==> src/rtl/hilo_mult_unit_if.sv <==
// Handshake and data bundle between the decoder/pipeline and the HI/LO
// multiply unit. The pipeline side is the master; the multiply unit is the slave.
interface hilo_mult_unit_if;
    logic        start;
    logic [31:0] a;
    logic [31:0] b;
    logic        mfhi;
    logic        mflo;
    logic [31:0] hilo_out;
    logic        busy;
    logic        done;
    logic        stall;

    modport master (
        output start, a, b, mfhi, mflo,
        input  hilo_out, busy, done, stall
    );

    modport slave (
        input  start, a, b, mfhi, mflo,
        output hilo_out, busy, done, stall
    );
endinterface

==> src/rtl/hilo_mult_unit.sv <==
// Iterative 32x32 unsigned multiplier (MULTU) with HI/LO result registers.
// One radix-2 shift-add step per cycle, fixed 32-cycle run, one-cycle DONE.
// HI/LO are read combinationally through MFHI/MFLO; stall tells the
// pipeline that a read or a new multiply must wait for the running one.
module hilo_mult_unit (
    input  logic              clk,
    input  logic              reset,
    hilo_mult_unit_if.slave   bus
);

    typedef enum logic [1:0] {
        IDLE = 2'd0,
        RUN  = 2'd1,
        DONE = 2'd2
    } state_t;

    state_t      state_r;
    state_t      state_s;
    logic        load_s;
    logic        step_s;
    logic        last_s;

    logic [31:0] a_r;
    logic [31:0] b_r;
    logic [63:0] acc_r;
    logic [4:0]  cnt_r;
    logic [31:0] hi_r;
    logic [31:0] lo_r;

    logic [63:0] addend_s;
    logic [63:0] acc_sum_s;

    // State register: IDLE after reset, otherwise follows the next-state logic.
    always_ff @(posedge clk or posedge reset) begin
        if (reset) begin
            state_r <= IDLE;
        end else begin
            state_r <= state_s;
        end
    end

    // Next-state and datapath control: start is honoured only in IDLE or DONE.
    always_comb begin
        state_s = state_r;
        load_s  = 1'b0;
        step_s  = 1'b0;
        last_s  = 1'b0;
        case (state_r)
            IDLE, DONE: begin
                if (bus.start) begin
                    load_s  = 1'b1;
                    state_s = RUN;
                end else begin
                    state_s = IDLE;
                end
            end
            RUN: begin
                step_s = 1'b1;
                if (cnt_r == 5'd31) begin
                    last_s  = 1'b1;
                    state_s = DONE;
                end else begin
                    state_s = RUN;
                end
            end
            default: begin
                state_s = IDLE;
            end
        endcase
    end

    // One shift-add step: add the multiplicand shifted by the bit position when that multiplier bit is set.
    always_comb begin
        addend_s = 64'd0;
        if (b_r[cnt_r]) begin
            addend_s = {32'd0, a_r} << cnt_r;
        end else begin
            addend_s = 64'd0;
        end
        acc_sum_s = acc_r + addend_s;
    end

    // Operand latch, accumulator and counter; HI/LO written only on the final step.
    always_ff @(posedge clk or posedge reset) begin
        if (reset) begin
            a_r   <= 32'd0;
            b_r   <= 32'd0;
            acc_r <= 64'd0;
            cnt_r <= 5'd0;
            hi_r  <= 32'd0;
            lo_r  <= 32'd0;
        end else if (load_s) begin
            a_r   <= bus.a;
            b_r   <= bus.b;
            acc_r <= 64'd0;
            cnt_r <= 5'd0;
        end else if (step_s) begin
            acc_r <= acc_sum_s;
            cnt_r <= cnt_r + 5'd1;
            if (last_s) begin
                hi_r <= acc_sum_s[63:32];
                lo_r <= acc_sum_s[31:0];
            end else begin
                hi_r <= hi_r;
                lo_r <= lo_r;
            end
        end else begin
            acc_r <= acc_r;
            cnt_r <= cnt_r;
        end
    end

    // Status decoded straight from the state register, and the HI/LO read mux (MFHI wins over MFLO).
    always_comb begin
        bus.busy  = (state_r == RUN);
        bus.done  = (state_r == DONE);
        bus.stall = (state_r == RUN) & (bus.start | bus.mfhi | bus.mflo);
        if (bus.mfhi) begin
            bus.hilo_out = hi_r;
        end else if (bus.mflo) begin
            bus.hilo_out = lo_r;
        end else begin
            bus.hilo_out = 32'd0;
        end
    end

endmodule
==> src/flat_wrapper.sv <==
// flat-port wrapper written by rule: the top's interface ports become plain ports
module hilo_mult_unit_flat 
  (clk, reset, bus_start, bus_a, bus_b, bus_mfhi, bus_mflo, bus_hilo_out, bus_busy, bus_done, bus_stall);
  hilo_mult_unit_if bus_i ();
  input  logic clk;
  input  logic reset;
  input wire logic [$bits(bus_i.start)-1:0] bus_start;
  input wire logic [$bits(bus_i.a)-1:0] bus_a;
  input wire logic [$bits(bus_i.b)-1:0] bus_b;
  input wire logic [$bits(bus_i.mfhi)-1:0] bus_mfhi;
  input wire logic [$bits(bus_i.mflo)-1:0] bus_mflo;
  output wire logic [$bits(bus_i.hilo_out)-1:0] bus_hilo_out;
  output wire logic [$bits(bus_i.busy)-1:0] bus_busy;
  output wire logic [$bits(bus_i.done)-1:0] bus_done;
  output wire logic [$bits(bus_i.stall)-1:0] bus_stall;
  assign bus_i.start = bus_start;
  assign bus_i.a = bus_a;
  assign bus_i.b = bus_b;
  assign bus_i.mfhi = bus_mfhi;
  assign bus_i.mflo = bus_mflo;
  assign bus_hilo_out = bus_i.hilo_out;
  assign bus_busy = bus_i.busy;
  assign bus_done = bus_i.done;
  assign bus_stall = bus_i.stall;
  hilo_mult_unit u_core (.clk(clk), .reset(reset), .bus(bus_i));
endmodule
==> config.mk <==
export PLATFORM = sky130hd
export DESIGN_NAME = hilo_mult_unit_flat
export DESIGN_NICKNAME = d
export VERILOG_FILES = /design/src/rtl/hilo_mult_unit_if.sv /design/src/rtl/hilo_mult_unit.sv /design/src/flat_wrapper.sv
export SDC_FILE = /design/constraint.sdc
export NUM_CORES = 1
export LEC_CHECK = 0
export ABC_AREA = 1
export BUFFER_PORTS_ARGS = -buffer_cell sky130_fd_sc_hd__buf_2
export CAP_MARGIN = 5
export CORE_MARGIN = 2
export CORE_UTILIZATION = 45
export CTS_CLUSTER_SIZE = 30
export DETAILED_ROUTE_END_ITERATION = 16
export SYNTH_ARGS = -nofsm -noshare
export SYNTH_HDL_FRONTEND = slang
export SYNTH_SLANG_ARGS = --single-unit
==> constraint.sdc <==
create_clock -name clk -period 6.24 [get_ports clk]
set_input_delay 1.248 -clock clk [delete_from_list [all_inputs] [get_ports clk]]
set_output_delay 1.248 -clock clk [all_outputs]
set_load 0.02 [all_outputs]
# Yosys cells after proc, flatten, opt, wreduce, memory -nomap -nowiden
# Index checks and enable logic that the tools add are counted.
[op_classes] mul=0 n_mux=17 bitwise=4 n_div=0 reduce_logical=4 addsub=2 n_shift=1 magnitude_cmp=1 n_eq_ne=3
[ops] cell="$mux W64" n=3
[ops] cell="$add A64 B64 Y64" n=1
[ops] cell="$mux W32" n=2
[ops] cell="$shl A32 B5 Y64" n=1
[ops] cell="$mux W5" n=2
[ops] cell="$mux W1" n=7
[ops] cell="$lt A5 B6 Y1 const B" n=1
[ops] cell="$add A5 B1 Y5 const B" n=1
[ops] cell="$bmux W1 S5" n=1
[ops] cell="$eq A5 B5 Y1 const B" n=1
[ops] cell="$pmux W2 S2" n=1
[ops] cell="$reduce_and A3 Y1" n=1
[ops] cell="$eq A2 B1 Y1 const B" n=1
[ops] cell="$eq A2 B2 Y1 const B" n=1
[ops] cell="$logic_not A2 Y1" n=1
[ops] cell="$mux W2" n=1
[ops] cell="$or A1 B1 Y1" n=2
[ops] cell="$reduce_bool A2 Y1" n=1
[ops] cell="$reduce_or A2 Y1" n=1
[ops] cell="$and A1 B1 Y1" n=1
[ops] cell="$not A1 Y1" n=1
[word_totals] memories=0 mem_bits_rw=0 mem_bits_ro=0 wordCells=39 latch_bits=0 regBits=199 in_bits=69 output_inout_bits=35

# Longest topological paths before layout
# Gate-level depths: netlist (run 1).
[depth] depth_word=6 ltp_mapped=28 ltp_nobuf=27

# Least setup slack after synthesis (run 1)
# No wires, ideal clock.
[synth_path] path_kind="input port to output port" from="input port bus_mfhi" to="output port bus_hilo_out[6]" t_arrival_ns=2.321 required_time_ns=4.992 stages=4 setup_slack_ns=2.671 path_cell_list="clkbuf_1 -> inv_1 -> clkbuf_1 -> o21ai_0"
[synth_via] elab_chain_len=1
[synth_rtl] element="from (decl)" line="flat_wrapper.sv:10" rtl="input wire logic [$bits(bus_i.mfhi)-1:0] bus_mfhi;"
[synth_rtl] element="$mux W32" line="hilo_mult_unit.sv:118" rtl="if (bus.mfhi) begin"
[synth_rtl] element="to (decl)" line="flat_wrapper.sv:12" rtl="output wire logic [$bits(bus_i.hilo_out)-1:0] bus_hilo_out;"
# No other way between the ends.

# Worst setup path after layout (run 1)
[layout_path] from="register u_core.cnt_r[2]" to="register u_core.hi_r[25]"
[layout_via] elab_chain_len=4 word_cells_on_any_way=9 cone_classes="1 x add/sub; 1 x eq/ne; 1 x shift; 5 x mux; 1 x reduce/logical"
[layout_rtl] element="from (decl)" line="hilo_mult_unit.sv:26" rtl="logic [4:0] cnt_r;"
[layout_rtl] element="from (signal assigned)" line="hilo_mult_unit.sv:99" rtl="cnt_r <= cnt_r + 5'd1;"
[layout_rtl] element="from (signal assigned)" line="hilo_mult_unit.sv:109" rtl="cnt_r <= cnt_r;"
[layout_rtl] element="$bmux W1 S5 / $eq A5 B5 Y1 (equally long branches)" line="hilo_mult_unit.sv:75, hilo_mult_unit.sv:59"
[layout_rtl] element="$mux W1, on equally long branches" line="hilo_mult_unit.sv:75, hilo_mult_unit.sv:59"
[layout_rtl] element="$mux W64 / $mux W1 (equally long branches)" line="hilo_mult_unit.sv:75, hilo_mult_unit.sv:48"
[layout_rtl] element="$add A64 B64 Y64 / $reduce_and A3 Y1 (equally long branches)"
[layout_rtl] element="to (signal assigned)" line="hilo_mult_unit.sv:101" rtl="hi_r <= acc_sum_s[63:32];"
[layout_rtl] element="to (signal assigned)" line="hilo_mult_unit.sv:104" rtl="hi_r <= hi_r;"
[layout_rtl] element="to (decl)" line="hilo_mult_unit.sv:27" rtl="logic [31:0] hi_r;"
# Parallel ways exist; a longest one is shown, timed or not. The select of a mux whose other input is x is not followed.
# A chain may end at the register's enable or synchronous reset.

==> qor.yml, run 1 <==
final_common_cell: "nand2_1"
setup_viol: 0
num_rows: 69
via_per_inst: 5.300
min_period_ps: 5021
cts_tree: "yes"
synthCells: 2633
final_cell_mix: "nand2_1 (1066), inv_1 (408), nand3_1 (222)"
grt-ovfl-total: 0
drt-met1-wl_um: 27620
n_antenna_cell: 0
drtAntennaViolNets: 0
synthesis.nets: 2768
wl_met3_um: 4961
yosys_warnings: 0
crit_required_ps: 6580
dr_total_vias: 16750
drt_iter0_markers: 1514
clockBufferDepth: 2
seq_area_frac_synth_pct: 30.65
dieArea_um2: 37640
status: "completed"
crit_fanout: 31
track_usage_pct: 32.32
grt_max_degree: 116
hpwl_um: 47850
drv_cap: 0
drc: 0
clock_latency_ps: 470
antenna_found_initial: 1
syn_to_final_growth_pct: 8.657
final_hold_viol_count: 0
wire_per_inst_um: 19.00
cts-buffers-inserted: 17
die_w_um: 194.0
grt_pass1_vias: 15870
cts_hold_buf: 0
layout_setup_ws_ps: 1219
wl_um: 60060
hold_path.class: "reg2reg"
cts_resized: 0
clk_pin_slew_worst_paths_ps: 80
drt_pass1_iterations: 6
syn_area_um2: 16250
fmax_ghz: 0.1992
gp_congestion: 1.034
cts_setup_buffers: 0
worst_clock_skew_ps: 14.81
die_h_um: 194.0
ios: 104
worstSetupEndpointType: "register"
routed-wl-met2_um: 25370
drive_above_1_share_pct: 8.818
tns_ps: 0
final_cell_count_no_fill: 3160
fin_crit_sh_pct: 80.47
maxSlewHeadroom_pct: 27.02
final_util_pct: 49.63
synth-seq-cells: 199
top_layer_used: "met4"
path_class: "reg2reg"
initial_core_util_pct: 45.67
avgSynthCellArea_um2: 6.170
cts-root-buf: "clkbuf_16"
slew_viol_final: 0
fin_nets: 2821
placed_cells: 3128
worst_slew_pin_slew_ps: 1095
start_kind: "register"
core_um2: 35570
htreeDepth: 4
rsz0062_at_grt: "false"
grt_pass1_wl_um: 92760
clkSinkCount: 199
port_buffers: 103
synth_cell_types: 46
cp.arrival_ps: 5360
place_worst_setup_slack_ps: 1320
per-stage QoR:
stage | hold slack, ps | cell area (um^2)
CTS | 488.6 | 17650
global placement | 465.3 | 17070
floorplan | 448.9 | 16250
finish | 485.1 | 17650
detailed placement | 467.4 | 17070
global route | 506.1 | 17650
sequential cells by signal, indices dropped and copies added, names as in the netlist:
| register | cells |
|---|---|
| u_core.acc_r | 64 |
| u_core.lo_r | 32 |
| u_core.hi_r | 32 |
| u_core.b_r | 32 |
| u_core.state_r | 2 |
| u_core.a_r | 32 |
| u_core.cnt_r | 5 |
worst max-delay path, cell delays in order (launching register included):
cell and delay [ps]:
dfrtp_1 990, nor2_1 420, nand2_1 160, nand2_1 90, o21ai_4 500, nand2_4 330
nand2_1 160, inv_1 80, ha_1 350, nand2_1 140, nor2_1 160, inv_1 80
nor3_1 510, nand2_1 210, nor2_1 130, nand2_1 80, nand2_1 80, nand2_1 60
nand3_1 260, nand2_1 80
cells by family (layout without fill, tap and decap cells):
group	count (synthesis)	count (layout)	share of synthesized area [%]
and+or+nand+nor	1515	1515	37.75
adders and majority gates	66	66	5.129
DFF	199	199	30.65
muxes	49	49	3.389
xor gates and xnor gates	26	26	1.402
buffers and inverters	507	573	12.45
AOI/OAI and AO/OA	271	271	9.227
routing by layer:
layer,GRT usage [%],vias to the layer above
li1,-,8289
met1,45.93,7771
met4,12.04,0
met2,48.50,591
met3,6.471,98
met5,0,-
path summary, 6_finish.rpt:
path	from	slack, ps	cells after the start	to
max	u_core.cnt_r[2]	1220	19	u_core.hi_r[25]
min	u_core.hi_r[14]	490	2	u_core.hi_r[14]
max reg2reg	u_core.cnt_r[2]	1220	19	u_core.hi_r[25]
min reg2reg	u_core.hi_r[14]	490	2	u_core.hi_r[14]
max in group asynchronous	reset	4270	3	u_core.cnt_r[0]
min in group asynchronous	reset	760	2	u_core.lo_r[3]
Yosys cell counts, drive strengths merged:
| master | number | area share, % |
|---|---|---|
| nand2 | 1071 | 25 |
| inv | 417 | 9.6 |
| nand3 | 222 | 6.8 |
| dfrtp | 199 | 31 |
| nor2 | 162 | 3.8 |
| o21ai | 159 | 5.1 |
| a21oi | 75 | 2.3 |
| ha | 65 | 5.0 |
| buf | 49 | 1.9 |
| mux2 | 48 | 3.3 |
| clkbuf | 40 | 0.92 |
| xnor2 | 24 | 1.3 |
| o211ai | 23 | 1.2 |
| nor3 | 20 | 0.62 |
| or2 | 19 | 0.73 |
| nand3b | 9 | 0.44 |
| nand4 | 4 | 0.19 |
| nor4 | 4 | 0.15 |
| and2 | 3 | 0.12 |
| o21a | 3 | 0.14 |
| o22ai | 3 | 0.12 |
| o31ai | 3 | 0.14 |
| a21boi | 2 | 0.12 |
| o21bai | 2 | 0.092 |
| xor2 | 2 | 0.11 |
| a22o | 1 | 0.054 |
| clkinv | 1 | 0.023 |
| fa | 1 | 0.12 |
| mux2i | 1 | 0.062 |
| nor3b | 1 | 0.046 |
cell type report:
type,count,area [um^2]
timing repair buffer,123,678.2
tap,461,576.8
sequential,199,4981
inverter,418,1573
multi-input combinational,1927,9258
clock inverter,13,132.6
clock buffer,19,452.9
fill,3815,17920
Power of run 1 is left out: the tool's default activity adds up to more than one toggle a clock period on the data nets, which glitch-free logic cannot reach.
==> inputs of run 2 (changes only) <==
==> constraint.sdc (replaced) <==
create_clock -name clk -period 4.7 [get_ports clk]
set_input_delay 0.94 -clock clk [delete_from_list [all_inputs] [get_ports clk]]
set_output_delay 0.94 -clock clk [all_outputs]
set_load 0.02 [all_outputs]
==> qor.yml, run 2 (synthesized netlist as in run 1, its figures left out) <==
status: "completed"
cts_setup_buffers: 0  # unchanged
n_fill_cell: 3786  # -0.76%
slew_viol_final: 0  # unchanged
grt_max_degree: 83  # -28%
min_period_ps: 4361  # -660.1 ps
cts_tree: "yes"
clock_latency_ps: 480  # about the same
die_w_um: 194.0  # unchanged
cts-buffers-inserted: 17  # unchanged
initial_core_util_pct: 45.67  # unchanged
dieArea_um2: 37640  # unchanged
syn_to_final_growth_pct: 9.650
n_antenna_cell: 0  # unchanged
holdWs_ps: 486.1  # +0.9850 ps
clk_pin_slew_worst_paths_ps: 80  # about the same
tns_ps: 0  # unchanged
clkSinkCount: 199  # unchanged
ios: 104  # unchanged
die_h_um: 194.0  # unchanged
cts-root-buf: "clkbuf_16"
final_common_cell: "nand2_1"
hold_path.class: "reg2reg"
r2r_cells: 21  # +2
drv_cap: 0  # unchanged
worst_clock_skew_ps: 15.68  # +0.8633 ps
final_cell_mix: "nand2_1 (1066), inv_1 (408), nand3_1 (222)"
layout_setup_ws_ps: 338.8  # -879.9 ps
track_usage_pct: 33.01  # +0.69 points
place_worst_setup_slack_ps: 519.6  # -800.9 ps
antenna_found_initial: 2  # +1
clockBufferDepth: 2  # unchanged
drt_iter0_markers: 1522  # +0.53%
cts_hold_buf: 0  # unchanged
num_rows: 69  # unchanged
hpwl_um: 49750  # +4.0%
core_um2: 35570  # unchanged
largest-register: "u_core.acc_r"
grt-ovfl-total: 0  # unchanged
drc: 0  # unchanged
grt_pass1_wl_um: 94040  # +1.4%
drtAntennaViolNets: 0  # unchanged
wl_um: 61580  # +2.5%
setup_viol: 0  # unchanged
cp.arrival_ps: 4760  # -600 ps
start_kind: "register"
largest_reg_flops: 64  # unchanged
gp_congestion: 0.9909  # -4.2%
worstSetupEndpointType: "register"
drt_pass1_iterations: 6  # unchanged
fmax_ghz: 0.2293  # +15%
wire_per_inst_um: 19.39  # +2.0%
worst_slew_pin_slew_ps: 894.2  # -200.5 ps
via_per_inst: 5.253  # -0.88%
fin_nets: 2837  # +0.57%
dr_total_vias: 16690  # -0.38%
port_buffers: 103  # unchanged
holdPathStages: 2  # unchanged
rsz0062_at_grt: "false"
maxSlewHeadroom_pct: 40.38  # +13 points
crit_required_ps: 5100  # -1480 ps
multi_input_area_um2: 9258  # unchanged
final_hold_viol_count: 0  # unchanged
htreeDepth: 4  # unchanged
crit_fanout: 34  # +9.7%
cts_resized: 0  # unchanged
drive_above_1_share_pct: 9.282  # +0.46 points
regArea_um2: 4981  # unchanged
fin_crit_sh_pct: 92.79  # +12 points
path_class: "reg2reg"
grt_pass1_vias: 15750  # -0.74%
[run 2: changes by cell type in the layout (fill, tap and decap cells not counted), sizes merged]
cell	previous run	this run
clkinvlp	3	2
inv	423	424
buf	123	139
[run 2: final cells by class]
type / count / share of cell area, %
multi-input cells: 1927 / 51.97
repair buffers: 139 / 4.832
flip-flops and latches: 199 / 27.96
well taps: 461 / 3.238
clock buffers: 19 / 2.430
clock inverters: 13 / 0.7375
inverters: 418 / 8.829
[run 2: through the flow]
step           util, %  cell area (um^2)  cells
6_report         50.08             17810   3176
3_5_place_dp     48.49             17250   3144
5_1_grt          50.08             17810   3176
3_3_place_gp     48.49             17250   3144
2_1_floorplan        -             16250   2633
4_1_cts          50.08             17810   3176
[run 2: final timing paths]
| path | from | to | slack [ps] |
|---|---|---|---|
| worst max-delay path | u_core.cnt_r[0] | u_core.hi_r[28] | 340 |
| worst max register to register | u_core.cnt_r[0] | u_core.hi_r[28] | 340 |
| worst min-delay path | u_core.hi_r[9] | u_core.hi_r[9] | 490 |
| min in group asynchronous | reset | u_core.acc_r[2] | 590 |
| worst min register to register | u_core.hi_r[9] | u_core.hi_r[9] | 490 |
| max in group asynchronous | reset | u_core.state_r[1] | 3040 |
[run 2: metal layers]
metal | vias up | global-route usage (%) | share of wire [%]
met5 | - | 0 | 0.016
met4 | 2 | 10.91 | 3.2
met3 | 81 | 7.306 | 7.7
met2 | 551 | 50.56 | 43
met1 | 7732 | 46.13 | 46
li1 | 8319 | - | -
[run 2: critical path, cell delays in order (launching register included)]
cell and delay [ps]:
dfrtp_2 430, inv_2 440, nor2_1 80, o21ai_1 170, nand2_1 60, nand2_1 110, o21ai_4 120, nor4_1 320
ha_1 250, inv_1 70, fa_1 430, inv_1 110, nand3_1 80, nand2_2 120, nand3_1 80, nand3_1 250
nand2_1 110, nand2_1 220, nand2_1 230, nand3_1 160, nand3_1 310, nand2_1 140
Power of run 2 is left out for the same reason.
